`src/rtl/median_frame_sequencer.sv`:
```
// median_frame_sequencer: frame controller around the 3x3 row median core.
// Streams NROWS source rows into the core and writes each result row back.
module median_frame_sequencer #(
  parameter int NROWS   = 256,
  parameter int ADDR_W  = 8,
  parameter int OUT_LAT = 2,
  parameter int GAP     = 1
) (
  input  logic              CLK,
  input  logic              RST,
  input  logic              start,
  output logic              busy,
  output logic              done,
  output logic              err_overrun,
  output logic              rd_en,
  output logic [ADDR_W-1:0] rd_addr,
  output logic              core_set_n,
  output logic              core_rst_n,
  output logic              wr_en,
  output logic [ADDR_W-1:0] wr_addr
);

  localparam int CW = ADDR_W + 1;
  localparam int FW = $clog2(NROWS + OUT_LAT + 2) + 1;
  localparam int GW = $clog2(GAP + 1) + 1;

  localparam logic [CW-1:0] C_LAST = CW'(NROWS - 1);
  localparam logic [CW-1:0] C_END  = CW'(NROWS);
  localparam logic [FW-1:0] F_WR   = FW'(OUT_LAT + 1);
  localparam logic [GW-1:0] G_LAST = GW'(GAP - 1);

  typedef enum logic [2:0] {
    S_IDLE,
    S_PRIME,
    S_STREAM,
    S_DRAIN,
    S_FINISH,
    S_GAPW
  } state_t;

  state_t r_state;

  logic              r_pending;
  logic              r_busy;
  logic              r_done;
  logic              r_err;
  logic              r_rd_en;
  logic [ADDR_W-1:0] r_rd_addr;
  logic              r_set_n;
  logic              r_rst_n;
  logic              r_wr_en;
  logic [CW-1:0]     r_rd_cnt;
  logic [CW-1:0]     r_wr_cnt;
  logic [FW-1:0]     r_fcnt;
  logic [GW-1:0]     r_gap_cnt;

  logic          w_req;
  logic          w_run;
  logic          w_gap_last;
  logic          w_wr_last;
  logic          w_prime;
  logic [FW-1:0] w_fnext;

  assign w_req      = start | r_pending;
  assign w_run      = r_state inside {S_PRIME, S_STREAM, S_DRAIN};
  assign w_gap_last = (r_state == S_GAPW) && (r_gap_cnt == G_LAST);
  assign w_wr_last  = r_wr_en && (r_wr_cnt == C_LAST);
  assign w_fnext    = r_fcnt + FW'(1);
  assign w_prime    = w_req && ((r_state == S_IDLE) || w_gap_last);

  always_ff @(posedge CLK or negedge RST) begin
    if (!RST) begin
      r_state   <= S_IDLE;
      r_pending <= 1'b0;
      r_busy    <= 1'b0;
      r_done    <= 1'b0;
      r_err     <= 1'b0;
      r_rd_en   <= 1'b0;
      r_rd_addr <= '0;
      r_set_n   <= 1'b1;
      r_rst_n   <= 1'b1;
      r_wr_en   <= 1'b0;
      r_rd_cnt  <= '0;
      r_wr_cnt  <= '0;
      r_fcnt    <= '0;
      r_gap_cnt <= '0;
    end else begin
      r_done  <= 1'b0;
      r_set_n <= 1'b1;
      r_rst_n <= 1'b1;

      // A start landing on the last gap cycle survives as the next request.
      if (r_state == S_IDLE) begin
        r_pending <= 1'b0;
      end else if (w_gap_last) begin
        r_pending <= r_pending & start;
      end else if (start) begin
        if (r_pending) r_err <= 1'b1;
        else           r_pending <= 1'b1;
      end

      // Write window is timed from PRIME, not from the read state.
      if (w_run) begin
        r_fcnt <= w_fnext;
        if (w_wr_last) begin
          r_wr_en  <= 1'b0;
          r_wr_cnt <= '0;
        end else if (r_wr_en) begin
          r_wr_cnt <= r_wr_cnt + CW'(1);
        end else if (w_fnext == F_WR) begin
          r_wr_en <= 1'b1;
        end
      end

      unique case (r_state)
        S_IDLE: begin
          r_state <= S_IDLE;
        end
        S_PRIME, S_STREAM: begin
          if (r_rd_cnt == C_END) begin
            r_rd_en <= 1'b0;
            r_state <= S_DRAIN;
          end else begin
            r_rd_addr <= r_rd_cnt[ADDR_W-1:0];
            r_rd_cnt  <= r_rd_cnt + CW'(1);
            r_state   <= S_STREAM;
          end
        end
        S_DRAIN: begin
          if (w_wr_last) begin
            r_done  <= 1'b1;
            r_state <= S_FINISH;
          end
        end
        S_FINISH: begin
          r_busy    <= 1'b0;
          r_gap_cnt <= '0;
          r_state   <= S_GAPW;
        end
        S_GAPW: begin
          if (w_gap_last) r_state <= S_IDLE;
          else            r_gap_cnt <= r_gap_cnt + GW'(1);
        end
        default: begin
          r_state <= S_IDLE;
        end
      endcase

      if (w_prime) begin
        r_state   <= S_PRIME;
        r_busy    <= 1'b1;
        r_rd_en   <= 1'b1;
        r_rd_addr <= '0;
        r_rd_cnt  <= CW'(1);
        r_set_n   <= 1'b0;
        r_rst_n   <= 1'b0;
        r_fcnt    <= '0;
        r_wr_en   <= 1'b0;
        r_wr_cnt  <= '0;
      end
    end
  end

  assign busy        = r_busy;
  assign done        = r_done;
  assign err_overrun = r_err;
  assign rd_en       = r_rd_en;
  assign rd_addr     = r_rd_addr;
  assign core_set_n  = r_set_n;
  assign core_rst_n  = r_rst_n;
  assign wr_en       = r_wr_en;
  assign wr_addr     = r_wr_cnt[ADDR_W-1:0];

endmodule

```
`config.mk`:
```
export PLATFORM = sky130hd
export DESIGN_NAME = median_frame_sequencer
export DESIGN_NICKNAME = d
export VERILOG_FILES = /design/src/rtl/median_frame_sequencer.sv
export SDC_FILE = /design/constraint.sdc
export NUM_CORES = 1
export LEC_CHECK = 0
export CORE_MARGIN = 8
export CORE_UTILIZATION = 30
export DETAILED_ROUTE_END_ITERATION = 10
export PLACE_DENSITY = 0.55
export SLEW_MARGIN = 10
export SYNTH_ARGS = -nofsm -noshare
export SYNTH_HDL_FRONTEND = slang
export SYNTH_SLANG_ARGS = --single-unit
```
`constraint.sdc`:
```
create_clock -name CLK -period 1.9 [get_ports CLK]
set_input_delay 0.475 -clock CLK [delete_from_list [all_inputs] [get_ports CLK]]
set_output_delay 0.475 -clock CLK [all_outputs]
set_load 0.1 [all_outputs]
```
==> flow_summary.json, run 1 <==
{
  "status": "finished clean",
  "final_core_util_pct": 40.65,
  "clock-sinks": 48,
  "rows": 33,
  "yosysTopAreaCellShare_pct": 45.81,
  "powerDensity_mw_per_mm2": 492.7,
  "synth_compound_area_share_pct": 14.77,
  "ys_types": 49,
  "cp.required_ns": 2.12,
  "hold_slack_ns": 0.1423,
  "post-route-min-period_ns": 1.798,
  "yosys.area.top_type": "dfrtp_1",
  "avgSynthCellArea_sq_um": 9.616,
  "r2r_slack_ns": 0.10,
  "skew_ns": 0.004222,
  "finalSetupTns_ns": 0,
  "place_hpwl_mm": 4.089,
  "dp_slack_ns": -0.2068,
  "io_pins": 26,
  "synth_area_sq_mm": 0.002567,
  "ir_drop_mv": 0.2558,
  "reg2reg_depth": 8,
  "die_w_um": 108.5,
  "cts_made_buffers": 5,
  "synth_mux_area_share_pct": 1.267,
  "netlist_top_cells_area": "dfrtp_1, o21ai_0, nor2_1",
  "grt_pass1_wl_mm": 9.770,
  "clk_latency_ns": 0.30,
  "crit_type": "reg2reg",
  "synth_top_family_by_area": "simple AND/OR/NAND/NOR gates",
  "finalMaxSlewViolations": 0,
  "antenna_found_initial": 0,
  "antenna_cells": 0,
  "cts_tree": "done",
  "initialDrtViolationCount": 71,
  "yosys.area_share.simple_pct": 21.73,
  "clk_pin_slew_worst_paths_ns": 0.09,
  "drc": 0,
  "fmax_mhz": 556.1,
  "wl_per_cell_um": 13.72,
  "slew_headroom_pct": 65.72,
  "hold_viol": 0,
  "antenna_left": 0,
  "synth_enable_flop_cells": 0,
  "async_flop_share_pct": 100.0,
  "drv_cap": 0,
  "crit_start": "r_rd_cnt[0]",
  "cp-start-kind": "register",
  "dieArea_sq_mm": 0.01177,
  "dr.pass1.iters": 4,
  "synth.most_common_cell": "dfrtp_1",
  "setup_viol": 0,
  "synth_common_cells": "dfrtp_1, nor2_1, o21ai_0",
  "finish.net_count": 314,
  "fin_crit_sh_pct": 94.64,
  "r2r_end": "rd_addr[1]",
  "ctsHtreeMaxLevel": 2,
  "arrival_ns": 2.02,
  "grt_max_degree": 49,
  "initial_core_util_pct": 31.09,
  "fin_cells": 411,
  "grt_pass1_vias": 2050,
  "end_kind": "register",
  "area_growth_pct": 30.75,
  "dominantRegCellSynth": "dfrtp_1",
  "vias": 2007,
  "clockBufferDepth": 2,
  "core_sq_mm": 0.008258,
  "placed_area_sq_mm": 0.003251,
  "p_leak_nw": 1.449,
  "rsz0062_at_grt": "yes",
  "r2r-start": "r_rd_cnt[0]",
  "root_buffer": "clkbuf_8",
  "setup_ws_ns": 0.1018,
  "drt-total-wl_mm": 5.640,
  "synth_fa_ha_area_share_pct": 2.924,
  "dieHeight_um": 108.5,
  "synth_seq_cells": 48,
  "io_buffers": 25,
  "final_area_sq_mm": 0.003357,
  "syn_inst": 267,
  "grt_overflow": 0,
  "syn_nets": 276,
  "fin_total_pwr_mw": 1.654,
  "hp-class": "in2async",
  "timing_worst_slew_pin_value_ns": 0.5123,
  "crit_fanout": 4,
  "cts_hold_buf": 0,
  "dp_cells": 402,
  "synth.yosys.seq_area_share_pct": 46.83,
  "yosys.area_share.xor_xnor_pct": 5.458,
  "layout-drive-gt1-share_pct": 26.47,
  "viasPerCell": 4.883,
  "gp_congestion": 0.7816,
  "grt_usage_pct": 10.20,
  "yosys_warnings": 0
}
[power breakdown]
| group | internal (mW) | leakage [nW] | total, mW | switching (mW) |
|---|---|---|---|---|
| registers | 1.02 | 0.598 | 1.02 | 0.000000000147 |
| clock network | 0.259 | 0.0422 | 0.605 | 0.345 |
| logic | 0.00716 | 0.809 | 0.0287 | 0.0216 |
| total | 1.29 | 1.45 | 1.65 | 0.367 |
[metal layers]
metal  share of wire [%]  vias up  track usage (%)
met5                   0        -                0
li1                    -     1003                -
met2                  48       19            16.74
met4                 1.2        0            3.226
met3                 3.3        5            2.380
met1                  47      980            12.94
[worst max path at each step]
stage | to | depth (start not counted)
3_5_place_dp | wr_en | 6
2_1_floorplan | rd_addr[0] | 8
4_1_cts | rd_addr[1] | 8
6_report | rd_addr[1] | 8
5_1_grt | r_fcnt[7] | 5
3_3_place_gp | wr_en | 6
[sequential cells by signal (all words and copies together) (netlist names)]
signal,cells
err_overrun,1
busy,1
wr_en,1
core_rst_n,1
r_pending,1
rd_en,1
r_fcnt,10
r_rd_cnt,9
r_wr_cnt,9
done,1
r_state,3
r_gap_cnt,2
rd_addr,8
[logic make-up after synthesis]
family / count (synthesis)
buffers and inverters: 32
AND/OR/NAND/NOR: 105
adder cells (fa/ha/maj): 6
multiplexers: 3
flip-flops: 48
AO/OA/AOI/OAI: 57
XOR/XNOR: 16
[worst max-delay path, stage by stage (launching register included)]
cell      delay (ns)
dfrtp_1         0.39
inv_1           0.08
ha_1            0.14
or4bb_4         0.47
o211ai_4        0.24
buf_12          0.14
buf_4           0.11
nand3_1         0.06
o21ai_0         0.08
[layout by cell type (no fill, tap or decap), types with 2 or more instances in the layout]
| master | Yosys | layout |
|---|---|---|
| and4_1 | 2 | 2 |
| a21oi_2 | 4 | 4 |
| nand3_1 | 14 | 14 |
| o21bai_1 | 2 | 2 |
| o31ai_1 | 2 | 2 |
| nor2_1 | 26 | 26 |
| a22o_1 | 4 | 4 |
| and3_1 | 5 | 5 |
| nand2_2 | 4 | 4 |
| buf_4 | 12 | 26 |
| or4_1 | 2 | 2 |
| a31oi_1 | 4 | 4 |
| nand4_1 | 10 | 10 |
| and2_1 | 2 | 2 |
| clkbuf_8 | 0 | 5 |
| dfrtp_1 | 47 | 47 |
| xnor2_1 | 7 | 7 |
| inv_1 | 9 | 8 |
| nand2_1 | 21 | 21 |
| clkbuf_1 | 4 | 2 |
| buf_12 | 0 | 25 |
| o211ai_1 | 2 | 2 |
| mux2_2 | 2 | 2 |
| o21ai_0 | 22 | 22 |
| xor2_1 | 9 | 9 |
| a21oi_1 | 8 | 8 |
| nand2b_1 | 3 | 3 |
| ha_1 | 6 | 6 |
| nor3_1 | 6 | 6 |
| a32o_1 | 2 | 2 |
[what timing repair did]
action | in CTS | in global routing
resized for setup | 0 | 3
gates cloned | 0 | 0
setup endpoints to repair | 5 | 15
pin swaps | 2 | 1
setup buffers | 1 | 0
[final cells by class]
cell class	instances	area, sq um
clock inverter	1	5.005
fill	842	4901
timing repair buffer	54	721.9
inverter	9	33.78
multi-input combinational	187	1186
tap	105	131.4
clock buffer	7	76.32
sequential	48	1202
Note: power is estimated with default switching activity, not from simulation.
==> inputs of run 2 (changes only) <==
CORE_UTILIZATION = 38   (was 30)
PLACE_DENSITY = 0.65   (was 0.55)
==> flow_summary.json, run 2 (synthesis gave the netlist of run 1 again) <==
{
  "status": "finished clean",
  "crit_start": "r_rd_cnt[0]",
  "ir_drop_mv": 0.2906,
  "fin_crit_sh_pct": 94.47,
  "arrival_ns": 2.00,
  "place_hpwl_mm": 3.858,
  "clock-sinks": 48,
  "powerDensity_mw_per_mm2": 504.9,
  "slew_headroom_pct": 73.58,
  "finish.net_count": 313,
  "io_pins": 26,
  "use_met3_pct": 3.343,
  "p_comb_share_pct": 1.7,
  "wl_per_cell_um": 13.97,
  "initialDrtViolationCount": 48,
  "dieArea_sq_mm": 0.009642,
  "setup_viol": 0,
  "finalSetupTns_ns": 0,
  "antenna_cells": 0,
  "skew_ns": 0.01099,
  "vias": 2051,
  "layout_common_cells": "dfrtp_1, nor2_1, buf_4",
  "die_w_um": 98.20,
  "finalMaxSlewViolations": 0,
  "grt_overflow": 0,
  "largestRegisters": "r_fcnt: 10 flops, r_rd_cnt: 9 flops, r_wr_cnt: 9 flops",
  "cp-start-kind": "register",
  "top_register": "r_fcnt",
  "clockBufferDepth": 2,
  "dr.pass1.iters": 4,
  "core_sq_mm": 0.006681,
  "final_area_sq_mm": 0.003351,
  "fmax_mhz": 557.1,
  "antenna_found_initial": 0,
  "grt_util_met1_pct": 14.16,
  "power_switching_uw": 367.5,
  "grt_max_degree": 49,
  "cp.required_ns": 2.10,
  "p_int_mw": 1.324,
  "clockPowerShare_pct": 38.0,
  "initial_core_util_pct": 38.43,
  "layout-drive-gt1-share_pct": 27.87,
  "swShare_pct": 21.72,
  "drv_cap": 0,
  "gp_congestion": 0.8246,
  "hold_viol": 0,
  "r2r-start": "r_rd_cnt[0]",
  "antenna_left": 0,
  "io_buffers": 25,
  "rsz0062_at_grt": "yes",
  "cts_hold_buf": 0,
  "area_growth_pct": 30.51,
  "cts_made_buffers": 5,
  "grt_pass1_vias": 1965,
  "use_met2_pct": 18.97,
  "viasPerCell": 5.327,
  "n_fill_cell": 630,
  "mostFrequentLayoutCell": "dfrtp_1",
  "fin_cells": 385,
  "largest_reg_flops": 10,
  "busiest_layer": "met2",
  "grt_usage_pct": 11.56,
  "dp_cells": 375,
  "dp_slack_ns": -0.2118,
  "dieHeight_um": 98.20,
  "end_kind": "register",
  "clk_pin_slew_worst_paths_ns": 0.09,
  "setup_ws_ns": 0.1050,
  "post-route-min-period_ns": 1.795,
  "clk_latency_ns": 0.30,
  "grt_pass1_wl_mm": 9.273,
  "rows": 30,
  "crit_fanout": 4,
  "cts_tree": "done",
  "placed_area_sq_mm": 0.003204,
  "p_leak_nw": 1.450,
  "root_buffer": "clkbuf_8",
  "drt-total-wl_mm": 5.377,
  "hp-class": "in2async",
  "drc": 0,
  "ctsHtreeMaxLevel": 2,
  "crit_type": "reg2reg",
  "timing_worst_slew_pin_value_ns": 0.3934,
  "pwr-share-seq_pct": 60.3
}
[run 2: power groups by stage]
| stage | logic [mW] | clock network (mW) | registers (mW) |
|---|---|---|---|
| 2_1_floorplan | 0.000711 | 0 | 1.04 |
| 3_3_place_gp | 0.0301 | 0 | 1.04 |
| 3_5_place_dp | 0.0301 | 0 | 1.04 |
| 4_1_cts | 0.0301 | 0.668 | 1.02 |
| 5_1_grt | 0.0331 | 0.710 | 1.02 |
| 6_report | 0.0283 | 0.643 | 1.02 |
[run 2: final timing paths]
kind / slack [ns] / depth (start not counted) / to
min in group CLK: 0.51 / 1 / r_gap_cnt[0]
max in group asynchronous: 1.48 / 2 / core_rst_n
hold reg to reg: 0.51 / 1 / r_gap_cnt[0]
hold / removal: 0.13 / 2 / r_gap_cnt[0]
setup reg to reg: 0.11 / 8 / r_rd_cnt[2]
setup / recovery: 0.11 / 8 / r_rd_cnt[2]
[run 2: per-stage QoR]
| step | hold slack [ns] | total power, mW | utilization, % |
|---|---|---|---|
| floorplan | 0.1794 | 1.042 | - |
| global placement | 0.4807 | 1.071 | 47.96 |
| detailed placement | 0.4813 | 1.071 | 47.96 |
| CTS | 0.1460 | 1.719 | 49.59 |
| global route | 0.1429 | 1.764 | 50.15 |
| finish | 0.1344 | 1.692 | 50.15 |
[run 2: routing by layer]
metal	vias to the layer above	wire (um)
li1	996	-
met1	1010	2511
met2	37	2536
met3	8	249
met4	0	80
met5	-	0
[run 2: critical path: stages (launching register included)]
cell	delay, ns
dfrtp_1	0.39
inv_1	0.08
ha_1	0.15
or4bb_4	0.48
o211ai_4	0.23
buf_6	0.15
nor2_1	0.05
xnor2_1	0.13
nor2_1	0.05
[run 2: cell type report]
type	count	area [sq um]	share of cell area, %
clock buffer	7	86.33	2.577
timing repair buffer	53	705.7	21.06
clock inverter	1	7.507	0.2240
inverter	9	33.78	1.008
tap	80	100.1	2.987
sequential	48	1202	35.88
multi-input combinational	187	1215	36.26
[run 2: repair_timing]
item | 4_1_cts | 5_1_grt
endpoints found under the setup margin | 4 | 16
pin swaps | 1 | 2
setup buffers | 2 | 0
resized for setup | 0 | 9
==> inputs of run 3 (changes only) <==
PLACE_DENSITY = default   (was 0.65)
==> flow_summary.json, run 3 (synthesis gave the netlist of run 1 again) <==
{
  "status": "finished clean",
  "grt_pass1_vias": 1988,
  "cp-start-kind": "register",
  "setup_viol": 0,
  "clk_pin_slew_worst_paths_ns": 0.09,
  "fin_cells": 388,
  "clockPowerShare_pct": 37.8,
  "gp_congestion": 0.7859,
  "cp.required_ns": 2.09,
  "drv_cap": 0,
  "root_buffer": "clkbuf_8",
  "p_leak_nw": 1.463,
  "hold_slack_ns": 0.1390,
  "pwr-share-seq_pct": 60.5,
  "p_comb_share_pct": 1.7,
  "swShare_pct": 21.43,
  "dr.pass1.iters": 6,
  "hp-class": "in2async",
  "layout_common_cells": "dfrtp_1, buf_4, nor2_1, buf_12, o21ai_0",
  "initialDrtViolationCount": 86,
  "area_growth_pct": 31.24,
  "grt_pass1_wl_mm": 9.446,
  "clk_latency_ns": 0.30,
  "antenna_found_initial": 0,
  "rows": 30,
  "drc": 0,
  "largestRegisters": "r_fcnt: 10 flops, r_rd_cnt: 9 flops, r_wr_cnt: 9 flops",
  "end_kind": "register",
  "finish.net_count": 316,
  "core_sq_mm": 0.006681,
  "grt_max_degree": 49,
  "grt_overflow": 0,
  "crit_start": "r_rd_cnt[1]",
  "post-route-min-period_ns": 1.815,
  "crit_type": "reg2reg",
  "mostFrequentLayoutCell": "dfrtp_1",
  "final_core_util_pct": 50.43,
  "cts_hold_buf": 0,
  "finalSetupTns_ns": 0,
  "fin_crit_sh_pct": 95.52,
  "antenna_cells": 0,
  "antenna_left": 0,
  "initial_core_util_pct": 38.43,
  "dieHeight_um": 98.20,
  "io_pins": 26,
  "fmax_mhz": 551.0,
  "clock-sinks": 48,
  "finalMaxSlewViolations": 0,
  "n_fill_cell": 608,
  "slew_headroom_pct": 75.37,
  "power_switching_uw": 361.6,
  "reg2reg_depth": 7,
  "drt-total-wl_mm": 5.512,
  "io_buffers": 25,
  "vias": 2043,
  "skew_ns": 0.007214,
  "cts_tree": "done",
  "ir_drop_mv": 0.2860,
  "clockBufferDepth": 2,
  "dp_cells": 377,
  "grt_usage_pct": 11.92,
  "rsz0062_at_grt": "no",
  "place_hpwl_mm": 3.884,
  "viasPerCell": 5.265,
  "fin_total_pwr_mw": 1.687,
  "hold_viol": 0,
  "die_w_um": 98.20,
  "layout-drive-gt1-share_pct": 28.25,
  "largest_reg_flops": 10,
  "arrival_ns": 2.00,
  "timing_worst_slew_pin_value_ns": 0.3668,
  "wl_per_cell_um": 14.21,
  "cts_made_buffers": 5,
  "powerDensity_mw_per_mm2": 500.7,
  "ctsHtreeMaxLevel": 2,
  "crit_fanout": 8,
  "p_int_mw": 1.326,
  "top_register": "r_fcnt",
  "dieArea_sq_mm": 0.009642,
  "r2r-start": "r_rd_cnt[1]"
}
==> run 3: area by class of cell <==
type                            count  area (sq um)  area share, %
Multi-Input combinational cell    187          1215          36.06
Sequential cell                    48          1202          35.69
Timing Repair Buffer               56         728.2          21.61
Tap cell                           80         100.1          2.971
Clock buffer                        8         90.09          2.674
Inverter                            9         33.78          1.003
==> run 3: per-stage QoR <==
| step | instance area [sq um] | setup WS (ns) |
|---|---|---|
| floorplan | 2567 | 0.05126 |
| global placement | 3219 | -0.1466 |
| detailed placement | 3219 | -0.2316 |
| CTS | 3342 | 0.01993 |
| global route | 3369 | 0.006224 |
| finish | 3369 | 0.08506 |
==> run 3: path summary, 6_finish.rpt <==
kind                           endpoint  slack (ns)
setup / recovery            r_rd_cnt[0]        0.09
hold / removal                r_fcnt[3]        0.14
setup reg to reg            r_rd_cnt[0]        0.09
hold reg to reg            r_gap_cnt[0]        0.52
max in group asynchronous    core_rst_n        1.49
min in group CLK           r_gap_cnt[0]        0.52
==> run 3: critical path, stage by stage (launching register included) <==
cell and delay, ns:
dfrtp_1 0.40, inv_2 0.08, ha_4 0.12, or4bb_4 0.47, o211ai_4 0.32, buf_6 0.15
xnor2_1 0.10, nand2_1 0.07
==> run 3: per-layer routing <==
metal	vias to the layer above	share of wire [%]	routed length (um)	track usage [%]
met5	-	0	0	0
met4	0	1.2	64	3.896
met3	6	4.6	254	3.414
met2	40	49	2704	19.65
met1	991	45	2488	14.60
li1	1006	-	-	-
==> run 3: what timing repair did <==
| action | in CTS | in global routing |
|---|---|---|
| buffers inserted | 3 | 0 |
| pin swaps | 3 | 5 |
| resized for setup | 3 | 7 |
| setup endpoints to repair | 6 | 18 |
==> run 3: power by group through the flow <==
stage	Combinational (mW)	Sequential [mW]	Clock, mW
finish	0.0286	1.02	0.638
global route	0.0337	1.02	0.698
CTS	0.0309	1.02	0.671
detailed placement	0.0310	1.04	0
global placement	0.0308	1.04	0
floorplan	0.000711	1.04	0
